===== src/rtl/cpu_types_pkg.sv =====
// Shared types for the memory side of the pipelined MIPS core.
//   word_t      : 32-bit data/address word
//   ramstate_t  : status reported by the RAM model each cycle
//   arb_state_t : mem_arbiter grant state
package cpu_types_pkg;

    typedef logic [31:0] word_t;

    typedef enum logic [1:0] {
        FREE   = 2'd0,
        BUSY   = 2'd1,
        ACCESS = 2'd2,
        ERROR  = 2'd3
    } ramstate_t;

    typedef enum logic [1:0] {
        IDLE   = 2'd0,
        IGRANT = 2'd1,
        DGRANT = 2'd2
    } arb_state_t;

endpackage


===== src/rtl/mem_arbiter.sv =====
// mem_arbiter: shares the single RAM port between instruction fetch and the
// data stage. Data has priority; after DSTREAK_MAX consecutive data grants
// with a fetch pending, the fetch is forced through. Each access is followed
// by a one-cycle IDLE bubble.
//
// Ports:
//   CLK, nRST                        clock (rising edge), async active-low reset
//   iREN, iaddr / iwait, iload       instruction requester
//   dREN, dWEN, daddr, dstore /
//   dwait, dload                     data requester (dWEN wins over dREN)
//   ramREN, ramWEN, ramaddr,
//   ramstore / ramload, ramstate     RAM port
//   arb_err                          registered one-cycle pulse on RAM ERROR
//                                    (or timeout); appears the cycle after
//                                    the failing grant cycle
//
// Build option: define ARB_TIMEOUT_EN to abort a grant that has been open for
// TIMEOUT_CYC cycles without completing. The owner's wait stays high so the
// requester simply retries.
//
// state  | meaning
// -------+-----------------------------------------------------------
// IDLE   | no RAM request driven; arbitration decided at the clock edge
// IGRANT | instruction fetch owns the RAM port
// DGRANT | data access owns the RAM port
module mem_arbiter
    import cpu_types_pkg::*;
#(
    parameter int DSTREAK_MAX = 4,
    parameter int TIMEOUT_CYC = 64
) (
    input  logic        CLK,
    input  logic        nRST,
    input  logic        iREN,
    input  logic [31:0] iaddr,
    output logic        iwait,
    output logic [31:0] iload,
    input  logic        dREN,
    input  logic        dWEN,
    input  logic [31:0] daddr,
    input  logic [31:0] dstore,
    output logic        dwait,
    output logic [31:0] dload,
    output logic        ramREN,
    output logic        ramWEN,
    output logic [31:0] ramaddr,
    output logic [31:0] ramstore,
    input  logic [31:0] ramload,
    input  logic [1:0]  ramstate,
    output logic        arb_err
);

    localparam int STREAK_W = $clog2(DSTREAK_MAX + 1);
    localparam logic [STREAK_W-1:0] STREAK_SAT = STREAK_W'(DSTREAK_MAX);

    generate
        if (DSTREAK_MAX < 1 || TIMEOUT_CYC < 2) begin : g_bad_params
            $error("mem_arbiter: needs DSTREAK_MAX >= 1 and TIMEOUT_CYC >= 2");
        end
    endgenerate

    arb_state_t          state;
    arb_state_t          state_next;
    logic [STREAK_W-1:0] streak;
    logic [STREAK_W-1:0] streak_next;
    logic                arb_err_next;
    ramstate_t           ram_st;
    logic                d_req;
    logic                owner_req;
    logic                ram_end;
    logic                finish;
    logic                tmo_hit;

    assign ram_st  = ramstate_t'(ramstate);
    assign d_req   = dREN | dWEN;
    // ERROR ends the access just like ACCESS does; only arb_err differs.
    assign ram_end = (ram_st == ACCESS) || (ram_st == ERROR);

    always_comb begin
        owner_req = 1'b0;
        case (state)
            IGRANT:  owner_req = iREN;
            DGRANT:  owner_req = d_req;
            default: owner_req = 1'b0;
        endcase
    end

    assign finish = owner_req & ram_end;

`ifdef ARB_TIMEOUT_EN
    localparam int TMO_W = $clog2(TIMEOUT_CYC);
    localparam logic [TMO_W-1:0] TMO_LAST = TMO_W'(TIMEOUT_CYC - 1);

    // Counts grant cycles already spent; zero on the first grant cycle.
    logic [TMO_W-1:0] tmo_cnt;

    assign tmo_hit = owner_req & ~ram_end & (tmo_cnt == TMO_LAST);
`else
    assign tmo_hit = 1'b0;
`endif

    always_comb begin
        state_next   = state;
        streak_next  = streak;
        arb_err_next = 1'b0;

        case (state)
            IDLE: begin
                if (d_req && (!iREN || streak < STREAK_SAT)) begin
                    state_next = DGRANT;
                end else if (iREN) begin
                    state_next = IGRANT;
                end
            end
            IGRANT, DGRANT: begin
                if (!owner_req) begin
                    state_next = IDLE;
                end else if (finish) begin
                    state_next   = IDLE;
                    arb_err_next = (ram_st == ERROR);
                    if (state == IGRANT) begin
                        streak_next = '0;
                    end else if (iREN && streak < STREAK_SAT) begin
                        streak_next = streak + 1'b1;
                    end
                end else if (tmo_hit) begin
                    state_next   = IDLE;
                    arb_err_next = 1'b1;
                end
            end
            default: state_next = IDLE;
        endcase

        // A fetch-free cycle means nobody is being starved.
        if (!iREN) begin
            streak_next = '0;
        end
    end

    always_ff @(posedge CLK or negedge nRST) begin
        if (!nRST) begin
            state   <= IDLE;
            streak  <= '0;
            arb_err <= 1'b0;
`ifdef ARB_TIMEOUT_EN
            tmo_cnt <= '0;
`endif
        end else begin
            state   <= state_next;
            streak  <= streak_next;
            arb_err <= arb_err_next;
`ifdef ARB_TIMEOUT_EN
            if (state == IDLE) begin
                tmo_cnt <= '0;
            end else begin
                tmo_cnt <= tmo_cnt + 1'b1;
            end
`endif
        end
    end

    always_comb begin
        ramREN   = 1'b0;
        ramWEN   = 1'b0;
        ramaddr  = '0;
        ramstore = '0;
        iload    = '0;
        dload    = '0;
        case (state)
            IGRANT: begin
                ramREN  = iREN;
                ramaddr = iaddr;
                iload   = ramload;
            end
            DGRANT: begin
                ramREN   = dREN & ~dWEN;
                ramWEN   = dWEN;
                ramaddr  = daddr;
                ramstore = dstore;
                dload    = ramload;
            end
            default: ;
        endcase
    end

    assign iwait = iREN  & ~((state == IGRANT) & ram_end);
    assign dwait = d_req & ~((state == DGRANT) & ram_end);

endmodule


===== config.mk =====
export PLATFORM = sky130hd
export DESIGN_NAME = mem_arbiter
export DESIGN_NICKNAME = d
export VERILOG_FILES = /design/src/rtl/cpu_types_pkg.sv /design/src/rtl/mem_arbiter.sv
export SDC_FILE = /design/constraint.sdc
export NUM_CORES = 1
export LEC_CHECK = 0
export BUFFER_PORTS_ARGS = -buffer_cell sky130_fd_sc_hd__buf_2
export CAP_MARGIN = 25
export CORE_AREA = 10 10 95 97
export DETAILED_ROUTE_END_ITERATION = 6
export DIE_AREA = 0 0 105 107
export PLACE_DENSITY = 0.74
export SETUP_SLACK_MARGIN = 0.1
export SYNTH_ARGS = -nofsm -noshare
export SYNTH_HDL_FRONTEND = slang
export SYNTH_SLANG_ARGS = --single-unit

===== constraint.sdc =====
create_clock -name CLK -period 3.08 [get_ports CLK]
set_clock_uncertainty 0.1 [all_clocks]
set_input_delay 0.924 -clock CLK [delete_from_list [all_inputs] [get_ports CLK]]
set_output_delay 0.924 -clock CLK [all_outputs]
set_load 0.005 [all_outputs]

# Word level (Yosys, flattened, before mapping)
# Cells that the tools add are included.
[word_totals]
in_bits = 135
wordCells = 55
output_inout_bits = 133
ff_bits = 6
[op_classes]
n_mux = 21
n_addsub = 1
order_cmp = 1
n_reduce_logical = 9
eq_ne = 10
bitwise = 10
[op_table]
columns = ["op", "count"]
rows = [
  ["$mux 32", 3],
  ["$pmux 32 s2", 1],
  ["$mux 3", 6],
  ["$mux 2", 4],
  ["$and 1x1->1", 6],
  ["$eq 2x2->1 const B", 3],
  ["$ne 2x1->1 const B", 3],
  ["$ne 3x3->1 const B", 2],
  ["$mux 1", 4],
  ["$pmux 1 s2", 2],
  ["$pmux 2 s2", 1],
  ["$reduce_and 4->1", 1],
  ["$add 3x1->3 const B", 1],
  ["$lt 3x3->1 const B", 1],
  ["$ne 3x1->1 const B", 1],
  ["$not 1->1", 3],
  ["$eq 2x1->1 const B", 1],
  ["$logic_and 1x1->1", 2],
  ["$logic_not 2->1", 1],
  ["$logic_or 1x1->1", 2],
  ["$reduce_and 2->1", 1],
  ["$reduce_or 2->1", 1],
  ["$logic_not 1->1", 1],
  ["$or 1x1->1", 1],
]

# Depth between registers and ports, before layout
# Gate-level depths: netlist of run 1.
[logic_depth]
word_depth = 8
depth_mapped = 7
depth_no_buf = 6

# Least setup slack after synthesis of run 1
# Ideal clock, no wire load.
[synth_path]
path_type = "input to output"
start = "input port iREN"
end = "output port ramREN"
t_arrival_ps = 1287
path_slack_ps = 769
stages = 3
required_time_ps = 2056
path_buffers = 1
path_cell_list = "buf_4 -> nand2_1 -> a21boi_0"
[synth_via]
elab_chain_len = 1
[synth_lines]
columns = ["item", "line_no", "rtl"]
rows = [
  ["start: declaration", "mem_arbiter.sv:34", "input logic iREN,"],
  ["$pmux 1 s2", "mem_arbiter.sv:169", "case (state)"],
  ["end: declaration", "mem_arbiter.sv:44", "output logic ramREN,"],
]
# Every way passes these cells.

# Final worst setup path of run 1
[layout_path]
start = "register state[0]"
end = "output port ramaddr[19]"
[layout_via]
elab_chain_len = 2
elab_cells_between_ends = 3
classes_between = "2 x eq/ne; 1 x mux"
[layout_lines]
columns = ["item", "line_no", "rtl"]
rows = [
  ["start: declaration", "mem_arbiter.sv:62", "arb_state_t state;"],
  ["start signal: assignment", "mem_arbiter.sv:149", "state <= state_next;"],
  ["$eq 2x2->1 / $eq 2x1->1 (equally long branches)", "mem_arbiter.sv:169", ""],
  ["$pmux 32 s2 *", "mem_arbiter.sv:169", ""],
  ["end: declaration", "mem_arbiter.sv:46", "output logic [31:0] ramaddr,"],
]
# Every way passes the cells marked *; elsewhere a longest branch is shown, timed or not.

==> metrics.md, run 1 <==
| Metric | Value |
|---|---|
| Status | finished clean |
| Avg Inst Size Synth | approximately 6.8 um2 |
| Resized Gates After CTS | 0 |
| Number of fill cells | 760 |
| Final setup vio count | 0 |
| Clock latency on the worst-skew pair | 0.22 ns |
| Pwr per Cell Area | roughly 580 nW/um2 |
| Drt first-iter violations | 128 |
| Hold buffers post-CTS | 0 |
| Register area share after synthesis | 9.62% |
| Total gr overflow | 0 |
| Core ar. | 7140 um2 |
| Part of the power in the clock network | 6.7% |
| Final ANT Viol Nets | 0 |
| Setup crit start kind | flop |
| Yosys reg bits | 6 |
| Warnings, synthesis | 0 |
| Busiest grt layer | met2 |
| Syn nets | around 370 |
| DIE AREA | 11200 um2 |
| Critical Path RT | 2.06 ns |
| RSZ-0062 raised after global routing | no |
| Clock tree buffer depth | 2 |
| Syn Inst Count | 230 |
| Synth top area share | 38.9% |
| Mapped cell area | 1560 um2 |
| Layout cells sized above 1 | 58.2% |
| Inserted Clock Buffers | 3 |
| Sw Pwr | 0.824 mW |
| Routed len/inst | around 17 um |
| Setup bufs post-CTS | 0 |
| Switching Fraction | between 40% and 50% |
| Final Net Count | 622 |
| Combinational share of power | 87.0% |
| WHS | 0.420 ns |
| Largest cells by area after synthesis | and2_1 39%, a22oi_1 15%, nor2b_1 13% |
| Pin count of the biggest net entering global routing | 69 |
| Worst slew pin tran | 0.487 ns |
| Max-cap violations | 0 |
| Final hold vios | 0 |
| Cell-internal power | between 0.9 and 1 mW |
| Max FO, Critical Path | 68 |
| Total routed wirelength | a little over 10000 um |
| CTS tree | done |
| Routability cong. | ~0.9 |
| Fin crit share | 89.9% |
| Peak supply drop | ~0.00045 V |
| Area of the multi-input gates | 1290 um2 |
| M3 GR Usage | 3.83% |
| H-tree Lvls | 1 |
| Port Buffers | 267 |
| Post-route minimum period | ~2.8 ns |
| Worst path arrival time | 1.75 ns |
| CP Class | reg -> out |
| Clock root buffer | clkbuf_8 |
| Synth unique cells | 25 |
| M1 GR Usage | 18.0% |
| Ant. Diodes | 0 |
| Initial antenna violation count | 0 |
| # rows | 31 |
| Pwr Total | 1.73 mW |
| Fmax | 361 MHz |
| Seq pwr share | around 6.3% |
| Clock Pin Slew Worst Setup and Hold Paths | 0.04 ns |
| Reg2Reg Depth | 6 |
| Drt first pass iters | 4 |
| Sequential Area | 150 um2 |
| Ports | 268 |
| Area growth from synthesis to layout | 92.0% |
| Vias per Instance | about 4.4 |
| Static leakage | 1.85 nW |
| GRT Overall Usage | 16.0% |
| Synth area leader | and2_1 |
| Initial Util | 21.9% |
| Slew HR | around 68% |
| Final Util | 42.0% |
| HPWL after detailed placement | 8870 um |
| Vias after detailed routing | 2560 |
| Pins over their slew limit | 0 |
| First-pass GRT wire length | approximately 15000 um |
| CP Capture Type | output pin |
| DIE HEIGHT | 107 um |
| Die width | roughly 110 um |
| Met2 usage | 30.6% |
| CTS sink count | 6 |
| Vias in the first global route | 2560 |
| Setup TNS | 0 ns |
| Final routed DRC violation total | 0 |
| Min-Delay Path Class | in -> async |
[synthesized netlist by cell type]
| master | count |
|---|---|
| and2_1 | 97 |
| nor2b_1 | 33 |
| a22oi_1 | 32 |
| clkbuf_1 | 18 |
| dfrtp_1 | 6 |
| nand2_1 | 6 |
| a21oi_1 | 5 |
| buf_4 | 4 |
| ha_1 | 4 |
| inv_1 | 4 |
| nor2_1 | 4 |
| a21boi_0 | 2 |
| a31oi_1 | 2 |
| buf_2 | 2 |
| a2111o_1 | 1 |
| and3_1 | 1 |
| mux2_2 | 1 |
| nand3_1 | 1 |
| nand3_2 | 1 |
| nand3b_1 | 1 |
| o211ai_2 | 1 |
| o21a_1 | 1 |
| o22a_1 | 1 |
| o22ai_1 | 1 |
| o311ai_0 | 1 |
[flip-flops by register name, summed over array words and instances, names as in the netlist]
signal / count
arb_err: 1
state: 2
streak: 3
[layout make-up]
class	instances	area share, %
multi-input cells	196	43.2
inverters	4	0.501
clock buffers	3	1.38
repair buffers	272	45.8
flip-flops and latches	6	5.01
well taps	99	4.13
[cells by family (layout without fill, tap and decap cells)]
group,count (synthesis),in the layout,synth area share [%]
adder cells (fa/ha/maj),4,4,3.21
buffers and inverters,28,279,7.85
AO/OA/AOI/OAI,47,47,22.3
multiplexers,1,1,0.721
AND/OR/NAND/NOR,144,144,56.3
flip-flops,6,6,9.62
[worst paths after layout]
path	from	endpoint	slack (ns)
setup / recovery	state[0]$_DFFE_PN0P_	ramaddr[19]	0.31
hold / removal	nRST	state[1]$_DFFE_PN0P_	0.42
setup reg to reg	state[0]$_DFFE_PN0P_	streak[1]$_DFFE_PN0P_	0.86
hold reg to reg	streak[1]$_DFFE_PN0P_	streak[1]$_DFFE_PN0P_	0.44
max in group asynchronous	nRST	streak[1]$_DFFE_PN0P_	2.31
min in group CLK	streak[1]$_DFFE_PN0P_	streak[1]$_DFFE_PN0P_	0.44
[power by group through the flow]
| stage | registers (mW) | logic (mW) | clock network (mW) |
|---|---|---|---|
| floorplan | 0.106 | 0.853 | 0 |
| global placement | 0.107 | 1.47 | 0 |
| detailed placement | 0.109 | 1.51 | 0 |
| CTS | 0.108 | 1.52 | 0.120 |
| global route | 0.110 | 1.66 | 0.124 |
| finish | 0.108 | 1.50 | 0.117 |
[worst max-delay path: stages, from the launching register on]
cell and delay, ns:
dfrtp_1 0.39, inv_1 0.09, ha_2 0.18, buf_4 0.42, a22oi_1 0.17, nor2b_1 0.13
buf_2 0.12
[per-layer routing]
metal	part of all wire, %	routed length [um]	vias up
li1	-	-	1264
met3	7.5	757	10
met1	38	3830	1159
met5	0	0	-
met2	54	5480	127
met4	0.70	71	0
[per-stage QoR]
step | area [um2] | instances | setup slack [ns]
floorplan | 1560 | 230 | 0.769
CTS | 3000 | 580 | 0.326
global placement | 2960 | 577 | 0.547
global route | 3000 | 580 | 0.191
detailed placement | 2960 | 577 | 0.552
finish | 3000 | 580 | 0.311
[cell usage in the layout (no fill, tap or decap), drive strengths merged]
master	instances
a2111o	1
a21boi	2
a21oi	5
a22oi	32
a31oi	2
and2	97
and3	1
buf	272
clkbuf	3
dfrtp	6
ha	4
inv	4
mux2	1
nand2	6
nand3	2
nand3b	1
nor2	4
nor2b	33
o211ai	1
o21a	1
o22a	1
o22ai	1
o311ai	1
Power figures use the tool's default switching activity.
==> run 2, diff against run 1 <==
CORE_AREA = 10 10 96 98   (was 10 10 95 97)
CTS_BUF_LIST = sky130_fd_sc_hd__clkbuf_2 sky130_fd_sc_hd__clkbuf_4 sky130_fd_sc_hd__clkbuf_8   (was default)
DIE_AREA = 0 0 106 108   (was 0 0 105 107)
PLACE_DENSITY = 0.73   (was 0.74)
clock period = 3.1 ns   (was 3.08 ns; I/O delays follow)
==> run 2 against run 1 <==
Cell count rose by 0.34%. Combinational power about the same. Power up 1.6%. Utilization down 1.5 points. Via count increased by 0.35%. Hold slack improved by 0.0034 ns.
==> metrics.md, run 2 (synthesis results as in run 1) <==
| Metric | Value |
|---|---|
| GRT Overall Usage | between 10 and 15% |
| # rows | 32 |
| Status | finished clean |
| Max FO, Critical Path | 28 |
| Vias per Instance | ~4.4 |
| Pin count of the biggest net entering global routing | 101 |
| Final Net Count | a little over 600 |
| Setup TNS | 0 ns |
| Cell Area, Placed | a little under 3000 um2 |
| H-tree Lvls | 1 |
| RR Startpoint | state[0]$_DFFE_PN0P_ |
| Top reg by flops | streak |
| Seq pwr share | 6.1% |
| Max reg flops | 3 |
| Final ANT Viol Nets | 0 |
| Layout cells sized above 1 | 58.1% |
| Area growth from synthesis to layout | 93.3% |
| DIE HEIGHT | approximately 110 um |
| Final Instance Area | 3020 um2 |
| Die width | 106 um |
| Post-route minimum period | approximately 2.7 ns |
| Place WS | 0.571 ns |
| Reg2Reg Depth | 6 |
| Vias in the first global route | ~2600 |
| Hold buffers post-CTS | 0 |
| Number of fill cells | between 700 and 800 |
| Drt first-iter violations | 140 |
| Fin crit share | just under 90% |
| Cell-internal power | 0.938 mW |
| Commonest cells after routing, fill and taps aside | 267 x buf_2, 97 x and2_1, 33 x nor2b_1, 32 x a22oi_1 |
| Core ar. | 7450 um2 |
| Total gr overflow | 0 |
| Pwr Total | 1.76 mW |
| Total stage count of the critical path | 5 |
| Peak supply drop | 0.000383 V |
| Fmax | about 370 MHz |
| Drt first pass iters | 4 |
| Inserted Clock Buffers | 3 |
| Worst Path Buf+Inv | 3 |
| CP Capture Type | output pin |
| CP peak stage delay | just under 0.5 ns |
| Clock Pin Slew Worst Setup and Hold Paths | around 0.040 ns |
| First-pass GRT wire length | 14000 um |
| RSZ-0062 raised after global routing | no |
| Worst path arrival time | 1.66 ns |
| DIE AREA | 11400 um2 |
| Ports | 268 |
| HPWL after detailed placement | 8360 um |
| Resized Gates After CTS | 0 |
| Vias after detailed routing | 2569 |
| CTS sink count | 6 |
| Routed len/inst | approximately 17 um |
| Part of the power in the clock network | ~7.0% |
| Combinational share of power | 86.9% |
| Sw Pwr | roughly 0.82 mW |
| Total routed wirelength | 9630 um |
| Crit-path slowest cell | ha_1 |
| Max-cap violations | 0 |
| Setup crit start kind | flop |
| Static leakage | 1.85 nW |
| CTS tree | done |
| Critical Path RT | 2.07 ns |
| Clock tree buffer depth | 2 |
| R2r setup slk | 0.94 ns |
| Final routed DRC violation total | 0 |
| CP Launch Point | state[0]$_DFFE_PN0P_ |
| Leading registers by flop count | streak (3), state (2), arb_err (1) |
| Initial Util | 21.0% |
| Pins over their slew limit | 0 |
| Min-Delay Path Class | in -> async |
| Setup bufs post-CTS | 0 |
| Critical path destination | ramaddr[29] |
| Final setup vio count | 0 |
| Final hold vios | 0 |
| Switching Fraction | 46.6% |
| Clock root buffer | clkbuf_8 |
| Clock latency on the worst-skew pair | 0.23 ns |
| Worst slew pin tran | 0.380 ns |
| Slew HR | 74.3% |
| Ant. Diodes | 0 |
| R2R Path End | streak[1]$_DFFE_PN0P_ |
| Crit path cell chain | inv_1 -> ha_1 -> buf_12 -> nor2b_1 -> buf_2 |
| Pwr per Cell Area | ~580 nW/um2 |
| Most common cell after layout, fill and taps aside | buf_2 |
| Final setup margin | 0.413 ns |
| Port Buffers | approximately 270 |
| Routability cong. | between 0.8 and 0.9 |
| CP Class | reg -> out |
| Initial antenna violation count | 0 |
| Crit-path leading delay family | adder cells |
-- run 2: per-stage QoR --
step           instances  hold slack (ns)  util [%]
2_1_floorplan        230            0.385         -
3_3_place_gp         579            0.402      40.0
3_5_place_dp         579            0.433      40.0
4_1_cts              582            0.426      40.5
5_1_grt              582            0.430      40.5
6_report             582            0.424      40.5
-- run 2: power groups by stage --
stage / sequential (mW) / combinational [mW] / clock, mW
after global placement: 0.108 / 1.51 / 0
after floorplan: 0.105 / 0.848 / 0
after detailed placement: 0.108 / 1.54 / 0
final: 0.107 / 1.53 / 0.122
after global routing: 0.110 / 1.69 / 0.129
after CTS: 0.107 / 1.55 / 0.127
-- run 2: routing by layer --
layer	track usage, %	share of wire [%]
met5	0	0
met4	2.61	0.37
met3	4.28	9.4
met2	28.3	54
met1	15.5	37
-- run 2: worst min-delay path by stage --
| stage | endpoint | slack (ns) |
|---|---|---|
| after floorplan | streak[1]$_DFFE_PN0P_ | 0.38 |
| after global placement | streak[1]$_DFFE_PN0P_ | 0.40 |
| after detailed placement | state[0]$_DFFE_PN0P_ | 0.43 |
| after CTS | streak[2]$_DFFE_PN0P_ | 0.43 |
| after global routing | streak[2]$_DFFE_PN0P_ | 0.43 |
| final | streak[2]$_DFFE_PN0P_ | 0.42 |
-- run 2: worst reg2reg max path, delay by kind of cell (launching register included) --
| family | cells | cell delay, ns |
|---|---|---|
| adders and majority gates | 1 | 0.20 |
| DFF | 1 | 0.39 |
| muxes | 1 | 0.38 |
| AOI/OAI and AO/OA | 2 | 0.59 |
| buffers and inverters | 2 | 0.37 |
-- run 2: cell type report --
| class | count | area [um2] | share of cell area, % |
|---|---|---|---|
| Tap cell | 102 | 128 | 4.23 |
| Inverter | 4 | 15.0 | 0.497 |
| Clock buffer | 3 | 41.3 | 1.37 |
| Multi-Input combinational cell | 196 | 1290 | 42.9 |
| Timing Repair Buffer | 271 | 1390 | 46.1 |
| Sequential cell | 6 | 150 | 4.97 |
==> run 3, diff against run 2 <==
clock period = 2.6 ns   (was 3.1 ns; I/O delays follow)
==> run 3 against run 2 <==
Power increased by 37%. Count of clock-buffer cells in the layout unchanged. Register-to-register slack got worse by 0.58 ns. Clock power increased by 11%. Sequential power increased by 26%. First-iteration DRC count decreased by 1.4%. Worst setup slack got worse by 0.26 ns. Flip-flop and latch count unchanged. Utilization increased by 2.4 points. Highest routed layer unchanged.
==> metrics.md, run 3 (synthesis results as in run 1) <==
| Metric | Value |
|---|---|
| Peak supply drop | 0.000350 V |
| Sw Pwr | 1.06 mW |
| Min-Delay Path Class | in -> async |
| Fin crit share | 94.1% |
| H-tree Lvls | 1 |
| Setup TNS | 0 ns |
| Setup bufs post-CTS | 0 |
| HPWL after detailed placement | 8210 um |
| Clock Pin Slew Worst Setup and Hold Paths | about 0.040 ns |
| Slew HR | 72.5% |
| Total routed wirelength | 10400 um |
| Max reg flops | 3 |
| Final routed DRC violation total | 0 |
| Leading registers by flop count | streak (3), state (2), arb_err (1) |
| Drt first pass iters | 4 |
| Static leakage | 1.92 nW |
| Commonest cells after routing, fill and taps aside | 267 x buf_2, 97 x and2_1, 33 x nor2b_1, 32 x a22oi_1 |
| GRT Overall Usage | 15.2% |
| Pwr Total | roughly 2.4 mW |
| Inserted Clock Buffers | 3 |
| Clock latency on the worst-skew pair | 0.22 ns |
| Initial antenna violation count | 0 |
| Layout cells sized above 1 | 59.1% |
| Post-route minimum period | between 2 and 2.5 ns |
| Critical Path RT | approximately 1.7 ns |
| Core ar. | 7450 um2 |
| Pins over their slew limit | 0 |
| Pwr per Cell Area | 752 nW/um2 |
| Ant. Diodes | 0 |
| Worst slew pin tran | 0.408 ns |
| Combinational share of power | about nine tenths |
| Most common cell after layout, fill and taps aside | buf_2 |
| Routability cong. | 0.889 |
| Worst path arrival time | 1.57 ns |
| Cell-internal power | 1.34 mW |
| Area growth from synthesis to layout | 105% |
| Pin count of the biggest net entering global routing | 51 |
| Number of fill cells | 757 |
| Ports | approximately 270 |
| Final setup vio count | 0 |
| Clock root buffer | clkbuf_8 |
| DIE HEIGHT | 108 um |
| Die width | 106 um |
| Routed len/inst | 17.7 um |
| RSZ-0062 raised after global routing | yes |
| Vias after detailed routing | 2600 |
| Part of the power in the clock network | under 10% |
| First-pass GRT wire length | 14400 um |
| Top reg by flops | streak |
| # rows | 32 |
| Final Net Count | 625 |
| CP Capture Type | output pin |
| Setup crit start kind | flop |
| Status | finished clean |
| CP Class | reg -> out |
| Drt first-iter violations | roughly 140 |
| Vias per Instance | 4.44 |
| Vias in the first global route | 2512 |
| Fmax | just over 400 MHz |
| Port Buffers | 267 |
| CTS tree | done |
| Max-cap violations | 0 |
| Seq pwr share | 5.6% |
| CTS sink count | 6 |
| Max FO, Critical Path | 50 |
| Total gr overflow | 0 |
| Switching Fraction | 44.2% |
| DIE AREA | 11400 um2 |
| Clock tree buffer depth | 2 |
| Final hold vios | 0 |
| Final ANT Viol Nets | 0 |
| Initial Util | 21.0% |
## run 3: per-layer routing
layer | global-route usage, % | share of wire (%)
met2 | 28.6 | 54
met4 | 2.03 | 0.68
met3 | 4.76 | 8.7
met5 | 0 | 0
met1 | 16.7 | 37
## run 3: timing repair
item                                    4_1_cts  5_1_grt
endpoints found under the setup margin        6       32
cloned                                        2        3
gates resized for setup                       0        9
hold buffers                                  0        0
## run 3: area by class of cell
cell class	instances	area [um2]	area share, %
Timing Repair Buffer	275	1540	48.1
Inverter	4	15.0	0.470
Tap cell	102	128	3.99
Clock buffer	3	41.3	1.29
Multi-Input combinational cell	196	1330	41.5
Sequential cell	6	150	4.70
## run 3: critical path, cell delays in order, from the launching register on
cell	delay, ns
dfrtp_1	0.42
inv_2	0.13
ha_4	0.19
bufbuf_16	0.34
and2_1	0.15
buf_2	0.12
## run 3: path summary, 6_finish.rpt
path                            cells past startpoint                   from               endpoint  slack (ns)
worst max-delay path                                5   state[0]$_DFFE_PN0P_           ramstore[22]        0.15
min in group CLK                                    1  streak[1]$_DFFE_PN0P_  streak[1]$_DFFE_PN0P_        0.42
worst max register to register                      6   state[0]$_DFFE_PN0P_  streak[1]$_DFFE_PN0P_        0.36
worst min-delay path                                1                   nRST   state[1]$_DFFE_PN0P_        0.28
max in group asynchronous                           1                   nRST  streak[1]$_DFFE_PN0P_        1.98
worst min register to register                      1  streak[1]$_DFFE_PN0P_  streak[1]$_DFFE_PN0P_        0.42
## run 3: power groups by stage
stage,Clock (mW),Combinational (mW),Sequential (mW)
2_1_floorplan,0,1.01,0.126
3_5_place_dp,0,1.81,0.129
3_3_place_gp,0,1.77,0.128
5_1_grt,0.147,2.34,0.137
6_report,0.136,2.13,0.135
4_1_cts,0.141,1.93,0.128
## run 3: stage by stage
step / instances / worst slack, ns / instance area, um2 / utilization (%) / hold WS [ns]
CTS: 583 / 0.108 / 3080 / 41.3 / 0.277
floorplan: 230 / 0.460 / 1560 / - / 0.384
global route: 586 / 0.0708 / 3200 / 42.9 / 0.283
global placement: 578 / 0.355 / 2970 / 39.9 / 0.397
detailed placement: 578 / 0.282 / 2970 / 39.9 / 0.409
finish: 586 / 0.153 / 3200 / 42.9 / 0.277
